`src/rtl/hazard_ctrl.sv`:
```
// -----------------------------------------------------------------------------
// hazard_ctrl
//   Pipeline hazard controller for the 5-stage RV32 core. Produces operand
//   forwarding selects, per-stage stall/flush controls and owns the
//   data-memory wait FSM with a timeout watchdog.
//
// Parameters
//   MEM_TIMEOUT     stalled cycles tolerated in one data-memory wait before the
//                   sticky error trap (2..255, default 16).
//
// Build options
//   HAZARD_PERF_EN  when defined, oStallCycles/oFlushCount are live saturating
//                   counters; otherwise they are tied to zero and no counter
//                   flops exist.
//
// Ports
//   iclk, irst_n            clock (rising) and async active-low reset
//   Rs1D, Rs2D              Decode source registers
//   Rs1E, Rs2E, RdE         Execute sources / destination
//   RdM, RdW                Memory / Writeback destinations
//   RegWriteM, RegWriteW    register-write enables in M and W
//   ResultSrcb0E            instruction in E is a load
//   PCSrcE                  branch/jump taken in E
//   MemReqM, DmemReadyM     data-memory request in M / access complete
//   ForwardAE, ForwardBE    00 regfile, 01 W result, 10 M ALU result
//   StallF/D/E/M            hold stage registers
//   FlushD/E/W              bubble into stage registers
//   oMemTimeout             sticky watchdog error
//   oStallCycles, oFlushCount  performance counters
// -----------------------------------------------------------------------------
module hazard_ctrl #(
  parameter int unsigned MEM_TIMEOUT = 16
) (
  input  logic        iclk,
  input  logic        irst_n,
  input  logic [4:0]  Rs1D,
  input  logic [4:0]  Rs2D,
  input  logic [4:0]  Rs1E,
  input  logic [4:0]  Rs2E,
  input  logic [4:0]  RdE,
  input  logic [4:0]  RdM,
  input  logic [4:0]  RdW,
  input  logic        RegWriteM,
  input  logic        RegWriteW,
  input  logic        ResultSrcb0E,
  input  logic        PCSrcE,
  input  logic        MemReqM,
  input  logic        DmemReadyM,
  output logic [1:0]  ForwardAE,
  output logic [1:0]  ForwardBE,
  output logic        StallF,
  output logic        StallD,
  output logic        StallE,
  output logic        StallM,
  output logic        FlushD,
  output logic        FlushE,
  output logic        FlushW,
  output logic        oMemTimeout,
  output logic [31:0] oStallCycles,
  output logic [31:0] oFlushCount
);

  typedef enum logic [1:0] {
    RUN     = 2'd0,
    MEMWAIT = 2'd1,
    ERROR   = 2'd2
  } state_t;

  // Counter value on the last tolerated stalled cycle of a wait.
  localparam logic [7:0] LAST_CNT = 8'(MEM_TIMEOUT - 32'd1);

  state_t      state_r;
  logic [7:0]  cnt_r;
  logic        memTimeout_r;

  logic        lwStall_s;
  logic        memStall_s;
  logic [1:0]  fwdA_s;
  logic [1:0]  fwdB_s;
  logic        stallFD_s;
  logic        flushE_s;
  logic        flushD_s;

  // M has priority over W because it holds the younger result.
  function automatic logic [1:0] fwdSel(
    input logic [4:0] rs,
    input logic [4:0] rdM,
    input logic       wrM,
    input logic [4:0] rdW,
    input logic       wrW
  );
    logic [1:0] sel;
    if (wrM && (rdM != 5'd0) && (rdM == rs)) begin
      sel = 2'b10;
    end else if (wrW && (rdW != 5'd0) && (rdW == rs)) begin
      sel = 2'b01;
    end else begin
      sel = 2'b00;
    end
    return sel;
  endfunction

  // Hazard detection: forwarding selects, load-use and memory stall terms.
  always_comb begin
    fwdA_s    = fwdSel(Rs1E, RdM, RegWriteM, RdW, RegWriteW);
    fwdB_s    = fwdSel(Rs2E, RdM, RegWriteM, RdW, RegWriteW);
    lwStall_s = ResultSrcb0E && (RdE != 5'd0) && ((RdE == Rs1D) || (RdE == Rs2D));
    case (state_r)
      RUN:     memStall_s = MemReqM && !DmemReadyM;
      MEMWAIT: memStall_s = !DmemReadyM;
      ERROR:   memStall_s = 1'b1;
      default: memStall_s = 1'b1;  // unknown encoding: freeze the pipe
    endcase
    stallFD_s = lwStall_s | memStall_s;
    // A memory stall freezes E, so any branch/load-use flush waits for release.
    if (memStall_s) begin
      flushE_s = 1'b0;
      flushD_s = 1'b0;
    end else begin
      flushE_s = lwStall_s | PCSrcE;
      flushD_s = PCSrcE;
    end
  end

  assign ForwardAE   = fwdA_s;
  assign ForwardBE   = fwdB_s;
  assign StallF      = stallFD_s;
  assign StallD      = stallFD_s;
  assign StallE      = memStall_s;
  assign StallM      = memStall_s;
  assign FlushW      = memStall_s;
  assign FlushE      = flushE_s;
  assign FlushD      = flushD_s;
  assign oMemTimeout = memTimeout_r;

  // Data-memory wait FSM with watchdog counter and sticky timeout flag.
  always_ff @(posedge iclk or negedge irst_n) begin
    if (!irst_n) begin
      state_r      <= RUN;
      cnt_r        <= 8'd0;
      memTimeout_r <= 1'b0;
    end else begin
      case (state_r)
        RUN: begin
          if (MemReqM && !DmemReadyM) begin
            state_r <= MEMWAIT;
            cnt_r   <= 8'd1;
          end else begin
            cnt_r   <= 8'd0;
          end
        end
        MEMWAIT: begin
          if (DmemReadyM) begin
            state_r <= RUN;
            cnt_r   <= 8'd0;
          end else if (cnt_r == LAST_CNT) begin
            state_r      <= ERROR;
            memTimeout_r <= 1'b1;
          end else begin
            cnt_r <= cnt_r + 8'd1;
          end
        end
        ERROR: begin
          memTimeout_r <= 1'b1;
        end
        default: begin
          state_r      <= ERROR;
          memTimeout_r <= 1'b1;
        end
      endcase
    end
  end

`ifdef HAZARD_PERF_EN
  logic [31:0] stallCycles_r;
  logic [31:0] flushCount_r;

  // Saturating performance counters for front-end stalls and D/E flushes.
  always_ff @(posedge iclk or negedge irst_n) begin
    if (!irst_n) begin
      stallCycles_r <= 32'd0;
      flushCount_r  <= 32'd0;
    end else begin
      if (stallFD_s && (stallCycles_r != 32'hFFFF_FFFF)) begin
        stallCycles_r <= stallCycles_r + 32'd1;
      end
      if ((flushD_s || flushE_s) && (flushCount_r != 32'hFFFF_FFFF)) begin
        flushCount_r <= flushCount_r + 32'd1;
      end
    end
  end

  assign oStallCycles = stallCycles_r;
  assign oFlushCount  = flushCount_r;
`else
  assign oStallCycles = 32'd0;
  assign oFlushCount  = 32'd0;
`endif

endmodule

```
`config.mk`:
```
export PLATFORM = sky130hd
export DESIGN_NAME = hazard_ctrl
export DESIGN_NICKNAME = d
export VERILOG_FILES = /design/src/rtl/hazard_ctrl.sv
export SDC_FILE = /design/constraint.sdc
export NUM_CORES = 1
export LEC_CHECK = 0
export CAP_MARGIN = 25
export CORE_UTILIZATION = 31
export CTS_BUF_LIST = sky130_fd_sc_hd__clkbuf_8
export DETAILED_ROUTE_END_ITERATION = 8
export GPL_TIMING_DRIVEN = 1
export PLACE_DENSITY = 0.8
export SETUP_SLACK_MARGIN = 0.2
export SLEW_MARGIN = 10
export SYNTH_ARGS = -nofsm -noshare
export SYNTH_HDL_FRONTEND = slang
export SYNTH_SLANG_ARGS = --single-unit
```
`constraint.sdc`:
```
create_clock -name iclk -period 1.6 [get_ports iclk]
set_clock_uncertainty 0.2 [all_clocks]
set_input_delay 0.32 -clock iclk [delete_from_list [all_inputs] [get_ports iclk]]
set_output_delay 0.32 -clock iclk [all_outputs]
set_load 0.005 [all_outputs]
```
# Word-level counts from Yosys, hierarchy flattened
# Index checks and enable logic that the tools add are counted.
# Widths: inputs -> output; s select.
[word_totals]
wordCells = 59
output_inout_bits = 76
regBits = 11
[classes]
mux = 18
addsub = 1
reduce_logical = 19
eq_ne = 14
n_bitwise = 4
[ops]
columns = ["cell", "n"]
rows = [
  ["$eq 5x5->1", 6],
  ["$mux 8", 2],
  ["$pmux 8 s2", 1],
  ["$reduce_bool 5->1", 3],
  ["$mux 2", 5],
  ["$logic_and 1x1->1", 9],
  ["$add 8x1->8 const B", 1],
  ["$eq 8x4->1 const B", 1],
  ["$mux 1", 7],
  ["$ne 2x2->1 const B", 3],
  ["$ne 3x3->1 const B", 2],
  ["$pmux 2 s3", 1],
  ["$reduce_and 3->1", 2],
  ["$pmux 1 s2", 2],
  ["$eq 2x1->1 const B", 1],
  ["$eq 2x2->1 const B", 1],
  ["$logic_not 2->1", 1],
  ["$not 1->1", 2],
  ["$or 1x1->1", 2],
  ["$reduce_and 2->1", 1],
  ["$reduce_bool 2->1", 1],
  ["$logic_not 1->1", 1],
  ["$logic_or 1x1->1", 1],
]

# Logic depth before layout (Yosys ltp)
[logic_depth]
word_depth = 5
ltp_mapped = 6
depth_no_buf = 5

# Worst setup path after synthesis
# OpenSTA, ideal clock, no wires.
[synth_path]
path_type = "input-to-output"
from = "input RdM[1]"
to = "output ForwardAE[0]"
arrival_ns = 1.344
t_required_ns = 1.080
path_slack_ns = -0.264
n_path_buf = 0
stages = 4
path_cell_list = "or4_4 o21ai_2 nor4_1 nor4_2"
[synth_via]
elab_chain_len = 4
[synth_lines]
columns = ["element", "line", "source"]
rows = [
  ["start: declaration", "41", "input logic [4:0] RdM,"],
  ["$reduce_bool 5->1", "93", "if (wrM && (rdM != 5'd0) && (rdM == rs)) begin"],
  ["$logic_and 1x1->1", "93", ""],
  ["$logic_and 1x1->1 *", "93", ""],
  ["$mux 2 *", "93", ""],
  ["end: declaration", "49", "output logic [1:0] ForwardAE,"],
]
# Mark *: on every way between the ends. The rest lies on a longest branch, timed or not.

# Final worst setup path
[layout_path]
from = "input RdM[2]"
to = "output ForwardAE[0]"
# Same word-level chain as after synthesis.

==> out/qor.txt <==
Outcome: complete, but fails checks
Failing checks: design-rule violations, negative setup slack
Root Driver: clkbuf_8
Critical-path top delay cell: or4_4
Vias per inst: 4.25
Initial DRC Count: 39
CP Buf/Inv Count: 2
Vias: 1438
Max Fclk: 0.474 GHz
Adder-cell share of the synthesized area: 0.839%
H-tree levels: 1
Port buffer count: 54
Register area share after synthesis: 18.5%
WP data arrival: 1.59 ns
Die H: 71.4 µm
Number of global-route vias before repair: 1395
Cells after DPL: 309
Cell area after layout: 2580 µm²
Max Fanout on Critical Path: 2
Max Cap Viol: 0
CP Depth: 6
Fin cells: 338
DRC: 3
Synth warn: 0
FF-to-FF setup slack: -0.01 ns
FF-to-FF End: cnt_r[6]$_DFFE_PN0P_
First-pass GRT wire length: 6.15 mm
Layout fillers: 375
Final slew viol count: 0
Mux cell area share after synthesis: 1.34%
Largest net degree at the start of global routing: 12
Post-DP HPWL: 2.82 mm
TritonCTS clock tree: done
Synth Area in XOR/XNOR: 18.8%
Die Width: 71.4 µm
Final net count: 331
Worst Setup SP: RdM[2]
Dpl ws: -1.31 ns
Min setup slack post-route: -0.509 ns
Hold buffers post-CTS: 0
Seq cells post-synth: 11
Crit-path cells: buf_6 > or4_4 > o21ai_4 > nor4_4 > nor4_2 > buf_2
Period utilization: 132%
Gpl congestion: 0.782
Skew-Pair Late Insertion Delay: 0.24 ns
Post-DR wirelength/cell: 12.9 µm
CP peak stage delay: 0.53 ns
HP Class: primary input to asynchronous set/reset pin
Post-Route WL: 4.36 mm
FF-to-FF path depth: 5
RSZ-0062 raised after global routing: yes
Io pins: 119
Finish-stage setup viols: 12
Synth Instances: 182
Syn-to-layout area delta: 73.0%
Worst Setup EP: ForwardAE[0]
CP top delay family: simple AND/OR/NAND/NOR gates
CORE AREA: 4470 µm²
Detailed Routing Iterations Pass 1: 6
Maximum VDD drop: 0.000326 V
Setup Crit Path Kind: primary input to output pin
Area post-placement: 2090 µm²
N_diodes: 0
Final hold vios: 0
CP required: 1.08 ns
Clock transition at path regs: 0.05 ns
Antenna viol nets, final: 0
Pwr Total: 1020 µW
Tmin final: 2.11 ns
DIE AREA: 5090 µm²
Initial antenna violation count: 0
Gr usage total: 15.5%
P_leak: 0.00131 µW
Crit end category: output pin
Total CTS buffers: 3
CP Launch Type: primary input
Unique masters post-synth: 32
Clock Tree Buf Depth: 2
Post-Synthesis Cell Area: 1490 µm²
RR Startpoint: cnt_r[1]$_DFFE_PN0P_
Largest family of logic cells by synthesized area: buffers and inverters
Starting density of the core: 33.3%
Pwr Density: 396 nW/µm²
Clk sinks: 11
Synth Area in Compound Gates: 8.39%
Layout cells sized above 1: 47.6%
Post-synthesis simple-gate area fraction: 16.4%
Grt ovf: 0
Fin util: 57.7%
Post-Syn Area per Cell: 8.19 µm²
Std-Cell Rows: 24
==> timing repair <==
| item | in CTS | in global routing |
|---|---|---|
| setup endpoints to repair | 22 | 22 |
| resized for setup | 180 | 31 |
| pin swaps | 33 | 16 |
| endpoints found under the hold margin | 0 | 0 |
| setup buffers | 13 | 12 |
==> registers in the layout, summed over array words and instances (netlist names) <==
| name | count |
|---|---|
| oMemTimeout | 1 |
| cnt_r | 8 |
| state_r | 2 |
==> cell type report <==
cell class / count / area [µm²] / share of cell area [%]
Sequential cell: 11 / 279 / 10.8
Inverter: 4 / 15.0 / 0.582
Clock buffer: 3 / 41.3 / 1.60
Tap cell: 52 / 65.1 / 2.52
Clock inverter: 1 / 5.00 / 0.194
Timing Repair Buffer: 107 / 917 / 35.5
Multi-Input combinational cell: 160 / 1260 / 48.7
==> worst min-delay path by stage <==
stage	depth (start not counted)	slack (ns)	to
global placement	1	0.28	oMemTimeout$_DFFE_PN0P_
CTS	2	0.18	cnt_r[5]$_DFFE_PN0P_
detailed placement	1	0.29	oMemTimeout$_DFFE_PN0P_
finish	2	0.20	state_r[0]$_DFFE_PN0P_
global route	2	0.22	cnt_r[3]$_DFFE_PN0P_
floorplan	0	-0.18	cnt_r[0]$_DFFE_PN0P_
==> cell usage in the layout, fill, tap and decap left out, drive strengths merged, types with 6 or more instances in the layout <==
master | synthesis | routed
clkdlybuf4s15 | 0 | 7
nor4 | 6 | 6
conb | 1 | 64
clkbuf | 3 | 6
xnor2 | 8 | 8
dlygate4sd2 | 0 | 16
dfrtp | 11 | 11
o21ai | 8 | 8
buf | 67 | 77
nor2 | 9 | 9
xor2 | 24 | 24
nand2 | 7 | 7
==> worst reg2reg max path, stage by stage (launching register included) <==
cell and delay [ns]:
dfrtp_2 0.43, ha_4 0.16, and3_4 0.25, nand3_2 0.09
mux2i_1 0.26, o21ai_1 0.10
==> metrics by stage <==
| stage | hold WS [ns] | setup TNS, ns |
|---|---|---|
| 3_3_place_gp | 0.283 | -10.93 |
| 2_1_floorplan | -0.176 | -0.537 |
| 5_1_grt | 0.215 | -4.02 |
| 3_5_place_dp | 0.285 | -11.40 |
| 6_report | 0.201 | -3.34 |
| 4_1_cts | 0.176 | -3.33 |
==> layer usage <==
layer | global-route usage, % | routed length [µm] | vias to the layer above
li1 | - | - | 686
met4 | 4.67 | 111 | 0
met1 | 14.4 | 1350 | 678
met5 | 0 | 0 | -
met2 | 32.9 | 2670 | 64
met3 | 3.09 | 227 | 10
==> power breakdown <==
group	switching [µW]	total, µW	internal, µW	leakage [µW]
Clock	117	289	172	0.0000255
Sequential	7.92	292	284	0.000146
Combinational	205	442	237	0.00114
Total	330	1020	693	0.00131
==> kinds of logic (layout without fill, tap and decap cells) <==
| logic type | Yosys count | in the layout |
|---|---|---|
| muxes | 2 | 2 |
| adders and majority gates | 1 | 1 |
| xor gates and xnor gates | 32 | 32 |
| other | 1 | 64 |
| DFF | 11 | 11 |
| and+or+nand+nor | 42 | 42 |
| AOI/OAI and AO/OA | 19 | 19 |
| buffers and inverters | 74 | 115 |
==> synth_stat cells <==
| cell type | count | area (µm²) |
|---|---|---|
| buf_4 | 67 | 503 |
| xor2_1 | 24 | 210 |
| dfrtp_1 | 11 | 275 |
| nor2_1 | 9 | 33.8 |
| xnor2_1 | 8 | 70.1 |
| nand2_1 | 7 | 26.3 |
| o21ai_0 | 6 | 30.0 |
| inv_1 | 4 | 15.0 |
| nand3_1 | 4 | 20.0 |
| or4_1 | 4 | 30.0 |
| a31oi_1 | 3 | 18.8 |
| clkbuf_1 | 3 | 11.3 |
| nand2b_1 | 3 | 18.8 |
| nor2b_1 | 3 | 18.8 |
| nor3_1 | 3 | 15.0 |
| nor4_1 | 3 | 18.8 |
| nor4_2 | 3 | 37.5 |
| mux2i_1 | 2 | 20.0 |
| o22a_1 | 2 | 17.5 |
| a21oi_1 | 1 | 5.00 |
| a22oi_1 | 1 | 7.51 |
| a311oi_1 | 1 | 8.76 |
| and3_1 | 1 | 6.26 |
| conb_1 | 1 | 3.75 |
| ha_1 | 1 | 12.5 |
| nor4b_1 | 1 | 8.76 |
| o21ai_1 | 1 | 5.00 |
| o21ai_2 | 1 | 8.76 |
| o21bai_1 | 1 | 7.51 |
| o31ai_1 | 1 | 7.51 |
| o41ai_1 | 1 | 8.76 |
| or4_4 | 1 | 11.3 |
(Power assumes the default switching activity.)
